--- config.mk ---
export PLATFORM = sky130hd
export DESIGN_NAME = fnd_controller_gen
export DESIGN_NICKNAME = d
export VERILOG_FILES = /design/src/rtl/fnd_controller_gen.sv
export SDC_FILE = /design/constraint.sdc
export NUM_CORES = 1
export LEC_CHECK = 0
export ABC_AREA = 1
export CAP_MARGIN = 10
export CORE_UTILIZATION = 60
export CTS_BUF_LIST = sky130_fd_sc_hd__clkbuf_16
export DETAILED_ROUTE_END_ITERATION = 16
export GPL_ROUTABILITY_DRIVEN = 0
export PLACE_DENSITY = 0.81
export SLEW_MARGIN = 20
export SYNTH_ARGS = -nofsm -noshare
export SYNTH_HDL_FRONTEND = slang
export SYNTH_SLANG_ARGS = --single-unit
--- constraint.sdc ---
create_clock -name clk -period 8.6 [get_ports clk]
set_input_delay 1.72 -clock clk [delete_from_list [all_inputs] [get_ports clk]]
set_output_delay 1.72 -clock clk [all_outputs]
set_load 0.03 [all_outputs]
--- src/rtl/fnd_controller_gen.sv ---
// N-digit multiplexed common-anode 7-segment controller with a one-bit-per-clock
// binary-to-BCD converter, hex mode, leading-zero blanking, decimal points and blink.
module fnd_controller_gen #(
    parameter int NUM_DIGITS = 4,
    parameter int IN_WIDTH   = 14,
    parameter int CLK_HZ     = 100_000_000,
    parameter int SCAN_HZ    = 1000,
    parameter int BLINK_DIV  = 500
) (
    input  logic                  clk,
    input  logic                  reset,
    input  logic [IN_WIDTH-1:0]   number,
    input  logic                  load,
    input  logic                  hex_mode,
    input  logic                  blank_lz,
    input  logic [NUM_DIGITS-1:0] dp_mask,
    input  logic [NUM_DIGITS-1:0] blink_mask,
    output logic                  busy,
    output logic                  overflow,
    output logic [NUM_DIGITS-1:0] fndCom,
    output logic [7:0]            fndFont
);

    localparam int SCAN_DIV   = CLK_HZ / SCAN_HZ;
    localparam int BCD_DIGITS = (IN_WIDTH * 302 + 1999) / 1000;
    localparam int BCD_W      = 4 * BCD_DIGITS;
    localparam int DISP_W     = 4 * NUM_DIGITS;
    localparam int MAX_AB     = (BCD_W > DISP_W) ? BCD_W : DISP_W;
    // Extra nibble guarantees a non-empty slice above the display digits.
    localparam int EXT_W      = ((MAX_AB > IN_WIDTH) ? MAX_AB : IN_WIDTH) + 4;
    localparam int CNT_W      = $clog2(IN_WIDTH + 1);
    localparam int IDX_W      = $clog2(NUM_DIGITS);
    localparam int DIV_W      = $clog2(SCAN_DIV);
    localparam int BLK_W      = $clog2(BLINK_DIV + 1);

    typedef enum logic [1:0] {
        IDLE   = 2'd0,
        CONV   = 2'd1,
        COMMIT = 2'd2
    } state_t;

    state_t                state_q, state_d;
    logic [IN_WIDTH-1:0]   num_q, num_d;
    logic                  hex_q, hex_d;
    logic [BCD_W-1:0]      bcd_q, bcd_d, bcd_adj;
    logic [CNT_W-1:0]      cnt_q, cnt_d;
    logic [DISP_W-1:0]     disp_q, disp_d;
    logic                  ovf_q, ovf_d;
    logic                  busy_q, busy_d;
    logic [EXT_W-1:0]      src_ext;
    logic [DIV_W-1:0]      div_q, div_d;
    logic [IDX_W-1:0]      idx_q, idx_d;
    logic [BLK_W-1:0]      blk_q, blk_d;
    logic                  phase_q, phase_d;
    logic                  tick;
    logic [NUM_DIGITS-1:0] com_q, com_d;
    logic [7:0]            font_q, font_d;
    logic [NUM_DIGITS:0]   hz;
    logic [3:0]            cur_nib;

    function automatic logic [7:0] glyph(input logic [3:0] nib);
        case (nib)
            4'h0: glyph = 8'hC0;
            4'h1: glyph = 8'hF9;
            4'h2: glyph = 8'hA4;
            4'h3: glyph = 8'hB0;
            4'h4: glyph = 8'h99;
            4'h5: glyph = 8'h92;
            4'h6: glyph = 8'h82;
            4'h7: glyph = 8'hF8;
            4'h8: glyph = 8'h80;
            4'h9: glyph = 8'h90;
            4'hA: glyph = 8'h88;
            4'hB: glyph = 8'h83;
            4'hC: glyph = 8'hC6;
            4'hD: glyph = 8'hA1;
            4'hE: glyph = 8'h86;
            4'hF: glyph = 8'h8E;
            default: glyph = 8'hFF;
        endcase
    endfunction

    // Converter FSM: capture, double-dabble shift, commit to display register.
    always_comb begin
        state_d = state_q;
        num_d   = num_q;
        hex_d   = hex_q;
        bcd_d   = bcd_q;
        cnt_d   = cnt_q;
        disp_d  = disp_q;
        ovf_d   = ovf_q;
        src_ext = '0;
        bcd_adj = bcd_q;
        for (int k = 0; k < BCD_DIGITS; k++) begin
            if (bcd_q[4*k +: 4] >= 4'd5) begin
                bcd_adj[4*k +: 4] = bcd_q[4*k +: 4] + 4'd3;
            end else begin
                bcd_adj[4*k +: 4] = bcd_q[4*k +: 4];
            end
        end
        case (state_q)
            IDLE: begin
                if (load) begin
                    num_d   = number;
                    hex_d   = hex_mode;
                    bcd_d   = '0;
                    cnt_d   = '0;
                    state_d = hex_mode ? COMMIT : CONV;
                end else begin
                    state_d = IDLE;
                end
            end
            CONV: begin
                bcd_d = (bcd_adj << 1) | BCD_W'(num_q[IN_WIDTH-1]);
                num_d = num_q << 1;
                cnt_d = cnt_q + CNT_W'(1);
                if (cnt_q == CNT_W'(IN_WIDTH - 1)) begin
                    state_d = COMMIT;
                end else begin
                    state_d = CONV;
                end
            end
            COMMIT: begin
                src_ext = hex_q ? EXT_W'(num_q) : EXT_W'(bcd_q);
                disp_d  = src_ext[DISP_W-1:0];
                ovf_d   = |src_ext[EXT_W-1:DISP_W];
                state_d = IDLE;
            end
            default: state_d = IDLE;
        endcase
        busy_d = (state_d != IDLE);
    end

    // Scan divider, digit index and blink phase.
    always_comb begin
        tick    = (div_q == DIV_W'(SCAN_DIV - 1));
        div_d   = tick ? '0 : div_q + DIV_W'(1);
        idx_d   = idx_q;
        blk_d   = blk_q;
        phase_d = phase_q;
        if (tick) begin
            if (idx_q == IDX_W'(NUM_DIGITS - 1)) begin
                idx_d = '0;
            end else begin
                idx_d = idx_q + IDX_W'(1);
            end
            if (blk_q == BLK_W'(BLINK_DIV - 1)) begin
                blk_d   = '0;
                phase_d = ~phase_q;
            end else begin
                blk_d = blk_q + BLK_W'(1);
            end
        end else begin
            idx_d = idx_q;
        end
    end

    // Digit enable and segment pattern for the upcoming index, using next-state data
    // so a COMMIT coinciding with a tick shows new data at the new index at once.
    always_comb begin
        com_d = ~(NUM_DIGITS'(1) << idx_d);
        if (phase_d && blink_mask[idx_d]) begin
            com_d = '1;
        end else begin
            com_d = ~(NUM_DIGITS'(1) << idx_d);
        end
        hz[NUM_DIGITS] = 1'b1;
        for (int i = NUM_DIGITS - 1; i >= 0; i--) begin
            hz[i] = hz[i+1] && (disp_d[4*i +: 4] == 4'd0);
        end
        cur_nib = disp_d[{idx_d, 2'b00} +: 4];
        if (ovf_d) begin
            font_d = 8'hBF;
        end else if (blank_lz && (idx_d != '0) && hz[idx_d]) begin
            font_d = 8'hFF;
        end else begin
            font_d = glyph(cur_nib);
        end
        if (dp_mask[idx_d]) begin
            font_d[7] = 1'b0;
        end else begin
            font_d[7] = font_d[7];
        end
    end

    // State and output registers.
    always_ff @(posedge clk or posedge reset) begin
        if (reset) begin
            state_q <= IDLE;
            num_q   <= '0;
            hex_q   <= 1'b0;
            bcd_q   <= '0;
            cnt_q   <= '0;
            disp_q  <= '0;
            ovf_q   <= 1'b0;
            busy_q  <= 1'b0;
            div_q   <= '0;
            idx_q   <= '0;
            blk_q   <= '0;
            phase_q <= 1'b0;
            com_q   <= ~NUM_DIGITS'(1);
            font_q  <= 8'hC0;
        end else begin
            state_q <= state_d;
            num_q   <= num_d;
            hex_q   <= hex_d;
            bcd_q   <= bcd_d;
            cnt_q   <= cnt_d;
            disp_q  <= disp_d;
            ovf_q   <= ovf_d;
            busy_q  <= busy_d;
            div_q   <= div_d;
            idx_q   <= idx_d;
            blk_q   <= blk_d;
            phase_q <= phase_d;
            com_q   <= com_d;
            font_q  <= font_d;
        end
    end

    assign busy     = busy_q;
    assign overflow = ovf_q;
    assign fndCom   = com_q;
    assign fndFont  = font_q;

endmodule

Yosys cells after proc, flatten, opt, wreduce, memory -nomap -nowiden
Memories as Yosys holds them, arrays and structs flattened.
Index checks and enable logic that the tools add are counted.
{"block": "classes", "n_reduce_logical": 17, "eq_ne": 7, "n_lt_le_gt_ge": 8, "addsub": 10, "bitwise": 3, "shifts": 2, "muxes": 35}
{"op": "$mux W24", "n": 2}
{"op": "$pmux W24 S2", "n": 1}
{"op": "$mux W4", "n": 7}
{"op": "$pmux W14 S2", "n": 1}
{"op": "$ge A4 B3 Y1 const B", "n": 6}
{"op": "$or A24 B1 Y24", "n": 1}
{"op": "$add A4 B2 Y4 const B", "n": 5}
{"op": "$add A17 B1 Y17 const B", "n": 1}
{"op": "$eq A17 B17 Y1 const B", "n": 1}
{"op": "$mux W17", "n": 1}
{"op": "$logic_not A4 Y1", "n": 4}
{"op": "$mux W16", "n": 1}
{"op": "$mux W8", "n": 2}
{"op": "$shiftx A16 B5 Y4", "n": 1}
{"op": "$mux W14", "n": 1}
{"op": "$reduce_or A12 Y1", "n": 1}
{"op": "$mux W2", "n": 5}
{"op": "$add A9 B1 Y9 const B", "n": 1}
{"op": "$eq A9 B9 Y1 const B", "n": 1}
{"op": "$mux W9", "n": 1}
{"op": "$pmux W4 S2", "n": 1}
{"op": "$mux W1", "n": 7}
{"op": "$bmux W1 S2", "n": 3}
{"op": "$logic_and A1 B1 Y1", "n": 6}
{"op": "17 further kinds", "n": 21}
{"block": "totals", "mem_count": 1, "reg_bits": 104, "rom_bits": 112, "input_bits": 27, "word_cells": 97}
{"memory": "(no name shown)", "depth": 16, "word_bits": 7, "read_ports": 1, "rd_ports_with_merged_regs": 0, "wr": 0, "line": "62", "text": "case (nib)"}

Logic depth before layout (Yosys ltp)
{"block": "logic_depth", "word_depth": 12, "mapped_depth": 18, "mapped_depth_nobuf": 18}

Worst setup path before layout
No wires, ideal clock.
{"block": "synth_path", "kind": "input to register", "start": "in load", "end": "reg bcd_q[13]", "arrival_ns": 2.749, "n_path_buf": 1, "slack_ns": 5.768, "stages": 6, "path_cell_list": "nand3_1 inv_2 nor2_1 clkinv_1 clkbuf_1 o22ai_1"}
{"block": "synth_via", "elab_chain_cells": 2}
{"item": "from (decl)", "line": "13", "text": "input logic load,"}
{"item": "$ne A2 B2 Y1 (no line)"}
{"item": "$reduce_and A2 Y1 (no line)"}
{"item": "to (signal assigned)", "line": "192", "text": "bcd_q <= '0;"}
{"item": "to (signal assigned)", "line": "207", "text": "bcd_q <= bcd_d;"}
{"item": "to (decl)", "line": "45", "text": "logic [BCD_W-1:0] bcd_q, bcd_d, bcd_adj;"}
No other way between the ends.
A chain may end at the register's enable or synchronous reset.

Worst setup path after layout
{"block": "layout_path", "start": "in load", "end": "reg bcd_q[18]"}
The elaborated chain is that of the path after synthesis.

==> summary.txt <==
Run status
  – Status: finished, final reports clean

Placed design
  – Worst slack, placed: 4.375 ns
  – PortBufs: 40
  – Cells after DPL: 817
  – DPL Wire Length: 8653 um
  – Placed instance area: 6145 um2

Setup path
  – Critical path endpoint category: flip-flop
  – CP Buf/Inv Count: 3
  – CP arrival: 4.06 ns
  – Setup slack, reg-to-reg: 5.63 ns
  – Largest stage delay, worst path: 0.86 ns
  – WP data required: 8.83 ns
  – CP delay by family, top: buffers and inverters
  – R2R cell count: 13
  – Critical path class: input port to flip-flop
  – CP startpoint kind: input port
  – RR Endpoint: fndFont[3]$_DFF_PP0_
  – Reg2reg start: state_q[0]$_DFF_PP0_
  – Slowest CP cell: clkinv_1
  – Critical path peak fanout: 37
  – Critical path, cell by cell: clkdlybuf4s50_1 > nand3_1 > inv_2 > nor2_1 > clkinv_1 > o21ai_0

STA
  – Slew margin rel.: about a third
  – Final clock skew: 0.008535 ns
  – Slew @ Worst Pin: between 0.9 and 1 ns
  – Setup WS post-layout: roughly 4.8 ns
  – Final Hold Viols: 0
  – Unrepaired setup endpoints after global routing: no
  – Fin crit share: between 40% and 50%
  – Total Neg Setup Slack: 0 ns
  – Max Transition Viols Final: 0
  – Fmax: around 260 MHz
  – Setup violators final: 0
  – Crit path time final: 3.826 ns

Power and ir drop
  – Combinational share of power: between 40% and 50%
  – Pwr Total: 1.877 mW
  – Lkg Pwr: between 3 and 4 nW
  – P_int: approximately 1.1 mW
  – Sw Share: 41.51%
  – Clk network pwr share: 19.7%
  – Worst vdd ir: 183.7 uV
  – Reg power frac: 38.8%
  – Net Sw Power: approximately 780 uW
  – Pwr Density: 292.9 nW/um2

Die
  – Die width: 99.12 um
  – Ports: 41
  – Die Span Y: 99.12 um
  – DIE AREA: 9825 um2
  – Core area: 9196 um2
  – Rows: 35
  – Initial core utilization: 61.54%

GRT
  – Vias in the first global route: 4584
  – GRT overflow: 0
  – Initial antenna violation count: 0
  – Largest net degree at the start of global routing: 70
  – Tot GR Track Use: 27.41%
  – First-pass GRT wire length: 21600 um

Worst hold path
  – Worst hold stages: 1
  – Worst Hold Path EP: phase_q$_DFF_PP0_
  – Worst hold path type: flip-flop to flip-flop
  – Hold path start: phase_q$_DFF_PP0_

CTS
  – Setup repair bufs after CTS: 0
  – CTS tree: yes
  – Clk Latency, worst-skew pair: between 0.3 and 0.4 ns
  – CTS sink count: 104
  – Hold-fix buffers at CTS: 0
  – Clock Path Buffers: 2
  – H-tree level count: 3
  – Root Driver: clkbuf_16
  – CTS Buf Count: 9
  – Clk slew on worst S/H paths: 0.07 ns
  – Resized Gates After CTS: 0

Logic synthesis
  – Mapped Area: 5659 um2
  – Syn Area/Cell: 8.335 um2
  – Seq/Total Area, Yosys: 46.10%
  – Synth unique cells: 45
  – Largest area contributor in the netlist: dfrtp_1
  – Synth Net Count: around 730
  – Mapped Cells: slightly below 700
  – Synth area leaders: dfrtp_1, nand2_1, inv_1
  – YS warnings: 0
  – FF+latch count, synth: 104
  – Yosys top cell area share: 43.78%

Finish
  – Fillers: 716
  – Layout cell share with drive strength beyond 1: 9.986%
  – Fin cells: 832
  – Commonest non-fill, non-tap cell in the layout: nand2_1
  – Commonest cells after routing, fill and taps aside: nand2_1, inv_1, dfrtp_1, o21ai_0, nor2_1
  – Final nets: between 700 and 800
  – Area growth syn-to-layout: 13.22%
  – Finished Cell Area: 6407 um2
  – Antenna cells: 0

Route
  – TritonRoute pass-1 iters: 4
  – DRT iter0 DRCs: ~240
  – Via count: 4680
  – Vias/cell: 5.625
  – # DRC: 0
  – Drt total wl: between 10000 and 15000 um
  – Routed Antenna Nets: 0
  – Wirelength per Cell: 14.69 um

Run
  – Maxcap violations: 0
-- power groups by stage --
stage,Combinational (mW),Clock (mW),Sequential [mW]
2_1_floorplan,0.540,0,0.746
6_report,0.780,0.369,0.728
3_5_place_dp,0.772,0,0.731
3_3_place_gp,0.736,0,0.727
5_1_grt,0.893,0.393,0.744
4_1_cts,0.776,0.375,0.725
-- cell usage after synthesis, drive strengths merged --
master / n
ha: 23
o211ai: 10
a22oi: 2
a21boi: 1
mux2i: 1
nand4: 8
o221ai: 12
a211oi: 2
a31oi: 3
nor4: 4
nand3: 51
nor3: 7
inv: 117
o21a: 4
nand2: 128
o32ai: 5
dfstp: 5
nor2: 72
o21ai: 68
dfrtp: 99
clkbuf: 7
clkinv: 2
buf: 8
nor3b: 1
a21oi: 21
o22ai: 10
xor2: 7
a221oi: 1
-- worst reg2reg max path: stages (launching register included) --
cell	delay, ns
dfrtp_1	0.39
nor2_2	0.57
inv_1	0.41
nand2_1	0.15
o21ai_0	0.20
nand3_1	0.15
nand2_1	0.06
nor2_2	0.24
inv_1	0.13
ha_1	0.24
nand2_2	0.09
o21ai_0	0.08
nand2_1	0.06
nand3_1	0.07
-- state kept, by name, summed over array words and instances, names as in the netlist --
name / count
num_q: 14
hex_q: 1
cnt_q: 4
blk_q: 9
busy: 1
fndFont: 8
fndCom: 4
state_q: 2
idx_q: 2
phase_q: 1
overflow: 1
div_q: 17
bcd_q: 24
disp_q: 16
-- how the worst max path moves through the flow --
stage	start	endpoint	slack, ns	depth (start not counted)
after global routing	load	num_q[13]$_DFFE_PP0P_	4.44	6
after detailed placement	load	bcd_q[18]$_DFFE_PP0P_	4.38	6
after global placement	load	num_q[13]$_DFFE_PP0P_	4.53	6
after CTS	load	bcd_q[18]$_DFFE_PP0P_	4.76	6
after floorplan	reset	bcd_q[0]$_DFFE_PP0P_	4.16	1
final	load	bcd_q[18]$_DFFE_PP0P_	4.77	6
-- layer usage --
metal | GRT usage [%] | up-vias | share of wire, %
li1 | - | 2312 | -
met1 | 37.76 | 2245 | 47
met2 | 44.76 | 100 | 48
met3 | 3.233 | 23 | 3.1
met4 | 10.97 | 0 | 2.0
met5 | 0 | - | 0
-- cell type report --
type	instances	area [um2]	area share, %
Timing Repair Buffer	42	415.4	6.483
Inverter	119	451.7	7.049
Clock buffer	9	225.2	3.515
Clock inverter	6	37.54	0.5858
Multi-Input combinational cell	441	2530	39.48
Tap cell	111	138.9	2.168
Sequential cell	104	2609	40.71
-- cell families after synthesis --
kind of cell	share of synthesized area, %
mux	0.1769
flops	46.10
xor+xnor	1.083
buf+inv	9.198
compound gates	14.77
fa+ha+maj	5.085
simple gates	23.59
-- per-stage QoR --
stage / hold WS, ns / util (%)
finish: 0.4616 / 69.67
global route: 0.5059 / 69.67
CTS: 0.4647 / 69.67
detailed placement: 0.4523 / 66.82
global placement: 0.4445 / 66.82
floorplan: 0.4329 / -
(Power assumes the default switching activity.)
